$ cat config.mk
export PLATFORM = sky130hd
export DESIGN_NAME = instr_fetch_flat
export DESIGN_NICKNAME = d
export VERILOG_FILES = /design/src/rtl/instr_fetch_if.sv /design/src/rtl/instr_fetch.sv /design/src/flat_wrapper.sv
export SDC_FILE = /design/constraint.sdc
export NUM_CORES = 1
export LEC_CHECK = 0
export ABC_AREA = 1
export BUFFER_PORTS_ARGS = -buffer_cell sky130_fd_sc_hd__buf_2
export CAP_MARGIN = 20
export CORE_MARGIN = 8
export CORE_UTILIZATION = 53
export DETAILED_ROUTE_END_ITERATION = 16
export PLACE_DENSITY_LB_ADDON = 0.2
export SYNTH_ARGS = -nofsm -noshare
export SYNTH_HDL_FRONTEND = slang
export SYNTH_SLANG_ARGS = --single-unit
$ cat constraint.sdc
create_clock -name iClk -period 2 [get_ports iClk]
set_input_delay 0.3 -clock iClk [delete_from_list [all_inputs] [get_ports iClk]]
set_output_delay 0.3 -clock iClk [all_outputs]
set_load 0.005 [all_outputs]
$ cat src/rtl/instr_fetch_if.sv
// ============================================================================
// Module      : instr_fetch_if
// Description : Instruction-memory, decode-handshake and redirect signals
//               of the fetch stage.
// Revision    : 1.0 - initial release
// ============================================================================
`default_nettype none

interface instr_fetch_if;
  logic        oImemReq;
  logic [31:0] oImemAddr;
  logic        iImemAck;
  logic [31:0] iImemRdata;
  logic        oValid;
  logic        iReady;
  logic [31:0] oInstr;
  logic [31:0] oPc;
  logic        iRedirect;
  logic [31:0] iRedirectPc;
  logic        oMisalign;

  modport master (
    output oImemReq, oImemAddr, oValid, oInstr, oPc, oMisalign,
    input  iImemAck, iImemRdata, iReady, iRedirect, iRedirectPc
  );

  modport slave (
    input  oImemReq, oImemAddr, oValid, oInstr, oPc, oMisalign,
    output iImemAck, iImemRdata, iReady, iRedirect, iRedirectPc
  );
endinterface

`default_nettype wire

$ cat src/rtl/instr_fetch.sv
// ============================================================================
// Module      : instr_fetch
// Description : Single-outstanding instruction fetch stage with redirect
//               handling and a one-entry output hold register.
// Revision    : 1.0 - initial release
// ============================================================================
`default_nettype none

module instr_fetch #(
  parameter logic [31:0] RESET_PC = 32'h0000_0000
) (
  input  wire           iClk,
  input  wire           iRstN,
  instr_fetch_if.master bus
);

  typedef enum logic [1:0] {
    IDLE  = 2'd0,
    FETCH = 2'd1,
    DROP  = 2'd2,
    HOLD  = 2'd3
  } state_t;

  state_t      rState;
  state_t      wStateNext;
  logic [31:0] rPc;
  logic [31:0] wPcNext;
  logic [31:0] rPending;
  logic [31:0] wPendingNext;
  logic [31:0] rInstr;
  logic [31:0] wInstrNext;
  logic [31:0] rPcOut;
  logic [31:0] wPcOutNext;
  logic        rMisalign;
  logic [31:0] wTarget;

  assign wTarget = {bus.iRedirectPc[31:2], 2'b00};

  always_ff @(posedge iClk or negedge iRstN) begin
    if (!iRstN) begin
      rState <= IDLE;
    end else begin
      rState <= wStateNext;
    end
  end

  always_comb begin
    wStateNext   = rState;
    wPcNext      = rPc;
    wPendingNext = rPending;
    wInstrNext   = rInstr;
    wPcOutNext   = rPcOut;
    unique case (rState)
      IDLE: begin
        if (bus.iRedirect) begin
          wPcNext = wTarget;
        end
        wStateNext = FETCH;
      end
      FETCH: begin
        if (bus.iRedirect) begin
          if (bus.iImemAck) begin
            wPcNext = wTarget;
          end else begin
            // Request stays on the bus at the old address until it is acked.
            wPendingNext = wTarget;
            wStateNext   = DROP;
          end
        end else if (bus.iImemAck) begin
          wInstrNext = bus.iImemRdata;
          wPcOutNext = rPc;
          wPcNext    = rPc + 32'd4;
          wStateNext = HOLD;
        end
      end
      DROP: begin
        if (bus.iRedirect) begin
          wPendingNext = wTarget;
        end
        if (bus.iImemAck) begin
          wPcNext    = bus.iRedirect ? wTarget : rPending;
          wStateNext = FETCH;
        end
      end
      HOLD: begin
        if (bus.iRedirect) begin
          wPcNext    = wTarget;
          wStateNext = FETCH;
        end else if (bus.iReady) begin
          wStateNext = FETCH;
        end
      end
      default: wStateNext = IDLE;
    endcase
  end

  always_ff @(posedge iClk or negedge iRstN) begin
    if (!iRstN) begin
      rPc       <= RESET_PC;
      rPending  <= 32'd0;
      rInstr    <= 32'd0;
      rPcOut    <= 32'd0;
      rMisalign <= 1'b0;
    end else begin
      rPc       <= wPcNext;
      rPending  <= wPendingNext;
      rInstr    <= wInstrNext;
      rPcOut    <= wPcOutNext;
      rMisalign <= bus.iRedirect && (bus.iRedirectPc[1:0] != 2'b00);
    end
  end

  assign bus.oImemReq  = (rState == FETCH) || (rState == DROP);
  assign bus.oImemAddr = {rPc[31:2], 2'b00};
  assign bus.oValid    = (rState == HOLD);
  assign bus.oInstr    = rInstr;
  assign bus.oPc       = rPcOut;
  assign bus.oMisalign = rMisalign;

endmodule

`default_nettype wire

$ cat src/flat_wrapper.sv
// flat-port wrapper written by rule: the top's interface ports become plain ports
module instr_fetch_flat 
#(
  parameter logic [31:0] RESET_PC = 32'h0000_0000
)
  (iClk, iRstN, bus_oImemReq, bus_oImemAddr, bus_oValid, bus_oInstr, bus_oPc, bus_oMisalign, bus_iImemAck, bus_iImemRdata, bus_iReady, bus_iRedirect, bus_iRedirectPc);
  instr_fetch_if bus_i ();
  input  wire iClk;
  input  wire iRstN;
  output wire logic [$bits(bus_i.oImemReq)-1:0] bus_oImemReq;
  output wire logic [$bits(bus_i.oImemAddr)-1:0] bus_oImemAddr;
  output wire logic [$bits(bus_i.oValid)-1:0] bus_oValid;
  output wire logic [$bits(bus_i.oInstr)-1:0] bus_oInstr;
  output wire logic [$bits(bus_i.oPc)-1:0] bus_oPc;
  output wire logic [$bits(bus_i.oMisalign)-1:0] bus_oMisalign;
  input wire logic [$bits(bus_i.iImemAck)-1:0] bus_iImemAck;
  input wire logic [$bits(bus_i.iImemRdata)-1:0] bus_iImemRdata;
  input wire logic [$bits(bus_i.iReady)-1:0] bus_iReady;
  input wire logic [$bits(bus_i.iRedirect)-1:0] bus_iRedirect;
  input wire logic [$bits(bus_i.iRedirectPc)-1:0] bus_iRedirectPc;
  assign bus_oImemReq = bus_i.oImemReq;
  assign bus_oImemAddr = bus_i.oImemAddr;
  assign bus_oValid = bus_i.oValid;
  assign bus_oInstr = bus_i.oInstr;
  assign bus_oPc = bus_i.oPc;
  assign bus_oMisalign = bus_i.oMisalign;
  assign bus_i.iImemAck = bus_iImemAck;
  assign bus_i.iImemRdata = bus_iImemRdata;
  assign bus_i.iReady = bus_iReady;
  assign bus_i.iRedirect = bus_iRedirect;
  assign bus_i.iRedirectPc = bus_iRedirectPc;
  instr_fetch #(.RESET_PC(RESET_PC)) u_core (.iClk(iClk), .iRstN(iRstN), .bus(bus_i));
endmodule
* Yosys cells after proc, flatten, opt, wreduce, memory -nomap -nowiden *
Cells that the tools add are included.

operators by class
  $add $sub $neg = 1
  equal/unequal tests = 11
  muxes and demuxes = 17
  bitwise operators = 1
  reduce and logical (&&, ||, !) cells = 10

operators by type and width
  cell                                                 count
  two-way mux 32 bit                                   8
  one-hot mux 32 bit (3 select lines)                  1
  one-hot mux 32 bit (2 select lines)                  1
  adder 32 x 3 -> 32 bit, second input constant        1
  two-way mux 2 bit                                    6
  AND reduction 3 bit                                  3
  != test 2 bit, second input constant                 4
  one-hot mux 2 bit (4 select lines)                   1
  != test 3 bit, second input constant                 2
  equality test 2 bit, second input constant           2
  AND reduction 4 bit                                  1
  nonzero test 2 bit                                   2
  != test 3 x 1 -> 1 bit, second input constant        1
  equality test 2 x 1 -> 1 bit, second input constant  1
  zero test 2 bit                                      1
  != test 2 x 1 -> 1 bit, second input constant        1
  OR reduction 2 bit                                   1
  logical AND 1 bit                                    1
  logical OR 1 bit                                     1
  NOT 1 bit                                            1

storage, ports and cells
  flip-flop bits (word level) = 131
  bits of input ports = 69
  output and inout port bits = 99

* Logic depth before layout (Yosys ltp) *
Gate-level depths: netlist of the first run.

  depth after elaboration = 4
  depth in mapped cells = 12

* Least setup slack after synthesis of the first run *
Ideal clock, no wire load.

  kind = flip-flop to flip-flop
  from = reg u_core.rState[0]
  to = reg u_core.rPc[28]
  arrival time = 1.486 ns
  data required time = 1.878 ns
  path slack = 0.392 ns
  cell stages (with the launch flop) = 10
  path buffers = 2
  period minus slack after synthesis = 1.608 ns
  cell sequence = dfrtp_1 -> ha_1 -> buf_4 -> o21ai_1 -> nand2_2 -> inv_4 -> buf_4 -> o21ai_2 -> a21oi_1 -> a21oi_1

between the ends
  word-level cells in the longest chain between the ends = 4

ends and longest elaborated chain
  element                                                        RTL line            RTL
  start: declaration                                             instr_fetch.sv:24   state_t rState;
  start signal: assignment                                       instr_fetch.sv:43   rState <= wStateNext;
  equality test 2 bit / zero test 2 bit (equally long branches)  instr_fetch.sv:53   unique case (rState)
  OR reduction 2 bit (no line)                                   n/a
  != test 2 x 1 -> 1 bit (no line)                               n/a
  AND reduction 3 bit (no line)                                  n/a
  end signal: assignment                                         instr_fetch.sv:105  rPc <= wPcNext;
  end: declaration                                               instr_fetch.sv:26   logic [31:0] rPc;

Parallel ways exist; a longest one is shown, timed or not.
A chain may end at the register's enable or synchronous reset.

* Worst setup path in the final report of the first run *
  from = reg u_core.rState[1]
  to = reg u_core.rPc[10]

Same word-level chain as after synthesis.

==> impl_metrics.ini, run 1 <==
[finish]
nets = 962
syn2layout_area_growth_pct = 21.92
n_fill_cell = 986
stdcell_area_mm2 = 0.007940
final_core_util_pct = 66.10
drive_above_1_share_pct = 30.16
antennaDiodeCount = 0

[yosys]
seq_area_frac_synth_pct = 50.34
yosysWarnings = 0
netlist_instances = 749
yosys.area_share.simple_pct = 18.37
ys_top_cells_by_area = dfrtp_1 50%, nand2_1 11%, mux2_2 5.9%
synthAdderAreaFrac_pct = 0.7685
yosysUniqueCellTypes = 34
synth_edf_count = 0
synth.most_common_cell = nand2_1
synth-main-ff-cell = dfrtp_1
synth_commonest_cells = 184 x nand2_1, 131 x dfrtp_1, 69 x o21ai_0, 61 x inv_1, 59 x nor2_1
ys_ff_latch = 131
syn_avg_cell_area_um2 = 8.695
synth-compound-area-share_pct = 12.58
netlist.area_leader.share_pct = 50.34
synthesis.area_mm2 = 0.006512
synth_xor_area_share_pct = 0.6724
yosysTopAreaCell = dfrtp_1
synth_mux_area_share_pct = 6.398
synth_top_family_by_area = simple AND/OR/NAND/NOR gates
synthArstFlopShare_pct = 100.0

[setup_path]
critical_path.endpoint_type = flip-flop
worstPathRequired_ps = 2310
crit_buf_inv = 2
critPathMaxStageDelay_ps = 370
cp_cell_sequence = inv_1, ha_4, buf_4, o21ai_1, o21ai_4, a22oi_1, o21ai_1, nand2_1, nand2_1
rr_startpoint = u_core.rState[1]
startpoint = u_core.rState[1]
crit_slowest_cell = dfrtp_1
cp_top_family = compound AO/OA/AOI/OAI gates
cp.arrival_ps = 2200
setup.worst_path.end = u_core.rPc[10]
rr_worst_depth = 9
r2r_slack_ps = 120
start_kind = flip-flop
worstSetupPathType = reg2reg
crit_cells = 9
worstPathMaxFanout = 13
r2r-end = u_core.rPc[10]

[detailed_routing]
wl_per_cell_um = 16.99
routed-via-count = 5613
routed_wl_um = 17820
drt_first_pass_iters = 7
drc = 0
drt_iter0_markers = 353
vias_per_cell = 5.351
final_antenna_net_count = 0

[clock_tree]
clk_latency_ps = 430
cts_root_buf = clkbuf_16
cts.sinks = 131
htree_levels = 4
cts_tree = done
cts_buffers = 17
clk_pin_slew_ps = 60
cts_buffer_depth = 2

[sta]
rsz0062_at_grt = yes
finalSetupViolations = 0
fin_skew_ps = 16.59
slew_violations = 0
hold_viol = 0
fmax_ghz = 0.5314
fin_crit_sh_pct = 94.09
post-route-min-period_ps = 1882
slew_headroom_pct = 66.31
worstMarginPinSlew_ps = 505.3

[global_routing]
gr-total-overflow = 0
grt_max_degree = 55
grt_pass1_wl_um = 29050
grtUsageTotal_pct = 22.66
grt_pass1_vias = 5445
antenna_found_initial = 0

[pwr]
power_density_mw_per_mm2 = 1706
p_leak_nw = 3.939
ir_worst_vdd_mv = 1.075

[floorplanning]
core_mm2 = 0.01201
dieArea_mm2 = 0.01609
start_util_pct = 54.22
io_pins = 168
rows = 40
dieWidth_um = 126.9
chipHeight_um = 126.9

[placement]
io_buffers = 165
place_area_mm2 = 0.007273
place_congestion = 0.9199
place_hpwl_um = 13240

[worst_hold_path]
hp-class = in2reg

[run_status]
status = complete, no violations

[flow_run]
cap_viol_max_count = 0
power breakdown:
group          switching, mW  leakage (nW)  internal, mW
combinational           3.16          2.04          2.35
sequential             0.956          1.61          3.90
clock                   1.15         0.288          2.02
placed cells by master, fill, tap and decap left out, types with 6 or more instances in the layout:
master,instances
a21oi_1,45
nand3_1,32
nand2_1,184
nor2_1,59
buf_12,6
a22oi_1,9
o21ai_1,14
inv_1,61
inv_2,6
clkbuf_16,17
buf_2,164
buf_4,8
mux2_2,34
o21ai_0,69
dfrtp_1,131
per-layer routing:
| metal | routed length, um | up-vias | share of wire (%) | GRT usage (%) |
|---|---|---|---|---|
| met4 | 260 | 0 | 1.5 | 8.467 |
| met5 | 0 | - | 0 | 0 |
| met1 | 8016 | 2640 | 45 | 30.54 |
| met3 | 1629 | 27 | 9.1 | 7.625 |
| li1 | - | 2685 | - | - |
| met2 | 7914 | 261 | 44 | 33.07 |
logic make-up after synthesis:
group / count (synthesis)
xor+xnor: 5
other cells: 1
buf+inv: 129
mux: 37
compound gates: 152
fa+ha+maj: 4
simple gates: 290
flops: 131
worst min-delay path by stage:
stage | startpoint | end | slack, ps | depth (start not counted)
6_report | bus_iRedirectPc[2] | u_core.rPending[2] | 90 | 3
5_1_grt | bus_iRedirectPc[3] | u_core.rPending[3] | 90 | 3
4_1_cts | bus_iRedirectPc[18] | u_core.rPending[18] | 80 | 3
3_5_place_dp | iRstN | u_core.bus.oInstr[20] | 300 | 1
3_3_place_gp | iRstN | u_core.bus.oInstr[20] | 290 | 1
2_1_floorplan | iRstN | u_core.bus.oInstr[0] | 4 | 0
worst min-delay path, stage by stage:
cell and delay [ps]:
buf_2 100, nand2_1 50, nand2_1 50
registers in the layout, summed over array words and instances (netlist names):
register              count
u_core.rPc               32
u_core.bus.oMisalign      1
u_core.bus.oPc           32
u_core.rPending          32
u_core.bus.oInstr        32
u_core.rState             2
repair_timing:
item | CTS | global route
hold buffers | 1 | 0
setup endpoints to repair | 0 | 51
hold endpoints to repair | 37 | 0
resized for setup | 0 | 9
setup buffers | 0 | 0
layout make-up:
cell class | count | area [um2] | share of cell area, %
clock buffers | 20 | 456.7 | 5.752
clock inverters | 12 | 156.4 | 1.970
repair buffers | 181 | 1037 | 13.06
inverters | 68 | 257.7 | 3.246
flip-flops and latches | 131 | 3278 | 41.29
well taps | 147 | 183.9 | 2.316
multi-input cells | 490 | 2570 | 32.37
through the flow:
stage	TNS, ps	hold WS [ps]	std cells	total power [mW]	setup WS [ps]
3_3_place_gp	0	294.7	1016	10.07	118.8
6_report	0	94.86	1049	13.54	118.2
5_1_grt	-2.434	92.13	1049	14.56	-2.434
2_1_floorplan	0	4.409	750	8.433	391.9
4_1_cts	0	76.16	1049	13.53	6.104
3_5_place_dp	0	303.5	1016	10.27	37.85
(Power assumes the default switching activity.)
==> run 2: changes to the inputs <==
==> constraint.sdc (replaced) <==
create_clock -name iClk -period 1.9 [get_ports iClk]
set_input_delay 0.285 -clock iClk [delete_from_list [all_inputs] [get_ports iClk]]
set_output_delay 0.285 -clock iClk [all_outputs]
set_load 0.005 [all_outputs]
==> impl_metrics.ini, run 2 (same netlist as run 1, synthesis figures left out) <==
[finish]
n_fill_cell = 997
layout.cells.most_common_list = 184 x nand2_1, 164 x buf_2, 131 x dfrtp_1, 68 x o21ai_0, 61 x inv_1
stdcell_area_mm2 = 0.008001
final_common_cell = nand2_1
drive_above_1_share_pct = 30.42
nets = 964
antennaDiodeCount = 0
syn2layout_area_growth_pct = 22.86

[detailed_routing]
wl_per_cell_um = 16.39
final_antenna_net_count = 0
routed_wl_um = 17230
drc = 0
drt_first_pass_iters = 6
vias_per_cell = 5.225
drt_iter0_markers = 349
routed-via-count = 5492

[sta]
fin_crit_sh_pct = 97.11
rsz0062_at_grt = yes
tns_ps = 0
finalSetupViolations = 0
slew_violations = 0
worstMarginPinSlew_ps = 508.3
slew_headroom_pct = 66.11
post-route-min-period_ps = 1845
layout_setup_ws_ps = 54.89
fmax_ghz = 0.5420
fin_skew_ps = 6.597
hold_viol = 0

[clock_tree]
cts_buffers = 17
cts_buffer_depth = 2
cts_root_buf = clkbuf_16
clk_latency_ps = 420
htree_levels = 4
clk_pin_slew_ps = 60
postCtsSetupRepairBufs = 0
cts_tree = done
cts.sinks = 131

[global_routing]
grtUsageTotal_pct = 21.61
grt_max_degree = 94
antenna_found_initial = 0
gr-total-overflow = 0
grt_pass1_wl_um = 27700
grt_pass1_vias = 5268

[floorplanning]
rows = 40
core_mm2 = 0.01201
start_util_pct = 54.22
chipHeight_um = 126.9
io_pins = 168
dieArea_mm2 = 0.01609
dieWidth_um = 126.9

[placement]
place_hpwl_um = 12920
io_buffers = 165
dp_slack_ps = -135.9
place_area_mm2 = 0.007288
place_congestion = 0.8977

[setup_path]
critical_path.endpoint_type = flip-flop
worstSetupPathType = reg2reg
worstPathRequired_ps = 2230
cp.arrival_ps = 2170
start_kind = flip-flop
worstPathMaxFanout = 30

[worst_hold_path]
hp-class = in2reg

[pwr]
power_density_mw_per_mm2 = 1829
ir_worst_vdd_mv = 0.8689
p_leak_nw = 3.992
power.total_mw = 14.63

[run_status]
status = complete, no violations

[flow_run]
cap_viol_max_count = 0
run 2: critical path: stages (launching register included):
cell,delay (ps)
dfrtp_1,410
inv_1,80
ha_2,290
inv_2,80
nor2_4,150
buf_8,230
inv_1,150
o21a_1,200
o21ai_0,160
run 2: stage by stage:
step | hold slack, ps | utilization (%) | cells
after floorplan | -10.59 | - | 750
after global placement | 381.7 | 60.68 | 1018
after detailed placement | 382.1 | 60.68 | 1018
after CTS | 60.57 | 66.49 | 1051
after global routing | 71.22 | 66.61 | 1051
final | 77.74 | 66.61 | 1051
run 2: what timing repair did:
| item | CTS | global route |
|---|---|---|
| hold buffers | 1 | 0 |
| cloned | 0 | 0 |
| resized for setup | 2 | 5 |
| setup endpoints to repair | 8 | 29 |
| hold endpoints to repair | 131 | 0 |
run 2: worst paths after layout:
path	startpoint	endpoint	slack, ps	cells past startpoint
worst max-delay path	u_core.rState[1]	u_core.rPc[14]	50	8
worst min register to register	u_core.bus.oPc[18]	u_core.bus.oPc[18]	480	2
max in group asynchronous	iRstN	u_core.rPc[15]	1020	3
worst max register to register	u_core.rState[1]	u_core.rPc[14]	50	8
worst min-delay path	bus_iRedirectPc[0]	u_core.bus.oMisalign	80	3
min in group asynchronous	iRstN	u_core.bus.oPc[22]	460	3
run 2: cell type report:
class	count	area [um2]	share of cell area, %
multi-input combinational	490	2551	31.88
sequential	131	3278	40.97
tap	147	183.9	2.299
clock inverter	13	229.0	2.862
clock buffer	19	452.9	5.661
timing repair buffer	183	1049	13.10
inverter	68	257.7	3.221
run 2: per-layer routing:
| layer | track usage (%) | vias up | wire length [um] |
|---|---|---|---|
| met2 | 32.54 | 242 | 7654 |
| li1 | - | 2690 | - |
| met1 | 29.60 | 2546 | 7949 |
| met5 | 0 | - | 0 |
| met4 | 6.368 | 0 | 174 |
| met3 | 6.242 | 14 | 1448 |
run 2: where the power goes:
part | internal (mW) | leakage [nW] | switching (mW) | total [mW]
clock network | 2.53 | 0.333 | 1.21 | 3.73
registers | 4.11 | 1.61 | 0.958 | 5.07
logic | 2.49 | 2.04 | 3.34 | 5.83
total | 9.13 | 3.99 | 5.50 | 14.6
==> run 3: changes to the inputs <==
--- a/config.mk
+++ b/config.mk
@@ -11,7 +11,7 @@
 export CORE_MARGIN = 8
 export CORE_UTILIZATION = 53
 export DETAILED_ROUTE_END_ITERATION = 16
-export PLACE_DENSITY_LB_ADDON = 0.2
+export PLACE_DENSITY = 0.83
 export SYNTH_ARGS = -nofsm -noshare
 export SYNTH_HDL_FRONTEND = slang
 export SYNTH_SLANG_ARGS = --single-unit
==> impl_metrics.ini, run 3 (same netlist as run 1, synthesis figures left out) <==
[run_status]
status = complete, no violations

[sta]
post-route-min-period_ps = 1790
finalSetupViolations = 0
slew_violations = 0
layout_setup_ws_ps = 109.7
hold_viol = 0
fin_crit_sh_pct = 94.23
fmax_ghz = 0.5586
rsz0062_at_grt = yes
fin_skew_ps = 7.132

[finish]
instances_no_fill = 1054
syn2layout_area_growth_pct = 22.48
n_fill_cell = 946
stdcell_area_mm2 = 0.007976
layout.cells.most_common_list = 184 x nand2_1, 164 x buf_2, 130 x dfrtp_1, 69 x o21ai_0, 61 x inv_1
antennaDiodeCount = 0
nets = 967
final_core_util_pct = 66.41
final_common_cell = nand2_1
drive_above_1_share_pct = 30.54

[pwr]
ir_worst_vdd_mv = 0.7346
power_density_mw_per_mm2 = 1792
p_leak_nw = 3.981

[clock_tree]
clk_latency_ps = 410
cts_tree = done
clk_pin_slew_ps = 60
htree_levels = 4
cts_buffer_depth = 2
cts_buffers = 17
cts_root_buf = clkbuf_16
cts.sinks = 131

[global_routing]
grtUsageTotal_pct = 21.45
grt_pass1_vias = 5363
grt_pass1_wl_um = 27560
antenna_found_initial = 0
gr-total-overflow = 0
grt_max_degree = 55

[detailed_routing]
maxUsedRoutingLayer = met4
drc = 0
wl_met2_um = 8062
wl_per_cell_um = 16.41
routed_wl_um = 17300
final_antenna_net_count = 0
drt_iter0_markers = 364
routed-via-count = 5673
wirelength_met1_um = 7403
vias_per_cell = 5.382
route.met3.wl_um = 1482
drt_first_pass_iters = 5

[setup_path]
cp_top_family = flip-flops
crit_buf_inv = 2
start_kind = flip-flop
worstSetupPathType = reg2reg
cpMostUsedCell = a21oi_1
cp.arrival_ps = 2130
worstPathRequired_ps = 2240
critPathMaxStageDelay_ps = 440
critical_path.endpoint_type = flip-flop
worstPathMaxFanout = 18
cp_cell_sequence = inv_1, ha_2, nand2_2, nor2_4, inv_2, o21ai_0, a21oi_1, a21oi_1
crit_slowest_cell = dfrtp_2

[floorplanning]
dieArea_mm2 = 0.01609
rows = 40
chipHeight_um = 126.9
io_pins = 168
core_mm2 = 0.01201
start_util_pct = 54.22
dieWidth_um = 126.9

[placement]
place_inst = 1018
place_area_mm2 = 0.007313
io_buffers = 165
place_hpwl_um = 12980
dp_slack_ps = 1.618
place_congestion = 0.8932

[worst_hold_path]
hp-class = in2reg

[flow_run]
cap_viol_max_count = 0
## run 3: final timing paths
path / from / to / slack, ps / cells past startpoint
max in group asynchronous: iRstN / u_core.bus.oPc[28] / 1000 / 3
worst max-delay path: u_core.rState[0] / u_core.rPc[12] / 110 / 8
worst max register to register: u_core.rState[0] / u_core.rPc[12] / 110 / 8
min in group asynchronous: iRstN / u_core.bus.oMisalign / 290 / 2
worst min-delay path: bus_iRedirectPc[14] / u_core.rPending[14] / 80 / 3
worst min register to register: u_core.bus.oPc[29] / u_core.bus.oPc[29] / 480 / 2
## run 3: stage by stage
step	power, mW	hold WS [ps]	setup TNS, ps
after global routing	15.29	83.91	-44.39
after detailed placement	10.88	177.2	0
after floorplan	8.876	-10.59	0
after CTS	14.29	77.04	0
final	14.30	82.29	0
after global placement	10.62	176.9	0
## run 3: tightest hold or removal path, cell delays in order
cell and delay (ps):
buf_2 90, nand2_1 50, nand2_1 40
## run 3: cell type report
cell class | count | area (um2) | area share [%]
Inverter | 68 | 257.7 | 3.231
Tap cell | 147 | 183.9 | 2.306
Clock buffer | 20 | 456.7 | 5.725
Multi-Input combinational cell | 490 | 2557 | 32.06
Sequential cell | 131 | 3279 | 41.11
Timing Repair Buffer | 186 | 1089 | 13.65
Clock inverter | 12 | 152.6 | 1.914
## run 3: timing repair
item / in CTS / in global routing
gates cloned: 0 / 0
gates resized for setup: 1 / 4
buffers inserted: 0 / 3
setup endpoints to repair: 3 / 33
hold buffers: 1 / 0
hold endpoints to repair: 15 / 0
pin swaps: 0 / 1
## run 3: layer usage
layer	vias up	global-route usage (%)
li1	2686	-
met3	28	6.661
met5	-	0
met4	0	7.978
met2	285	33.76
met1	2674	27.23
## run 3: where the power goes
group	switching (mW)	internal, mW	leakage (nW)
Clock	1.20	2.13	0.301
Combinational	3.34	2.53	2.07
Sequential	0.981	4.11	1.61
Total	5.52	8.78	3.98
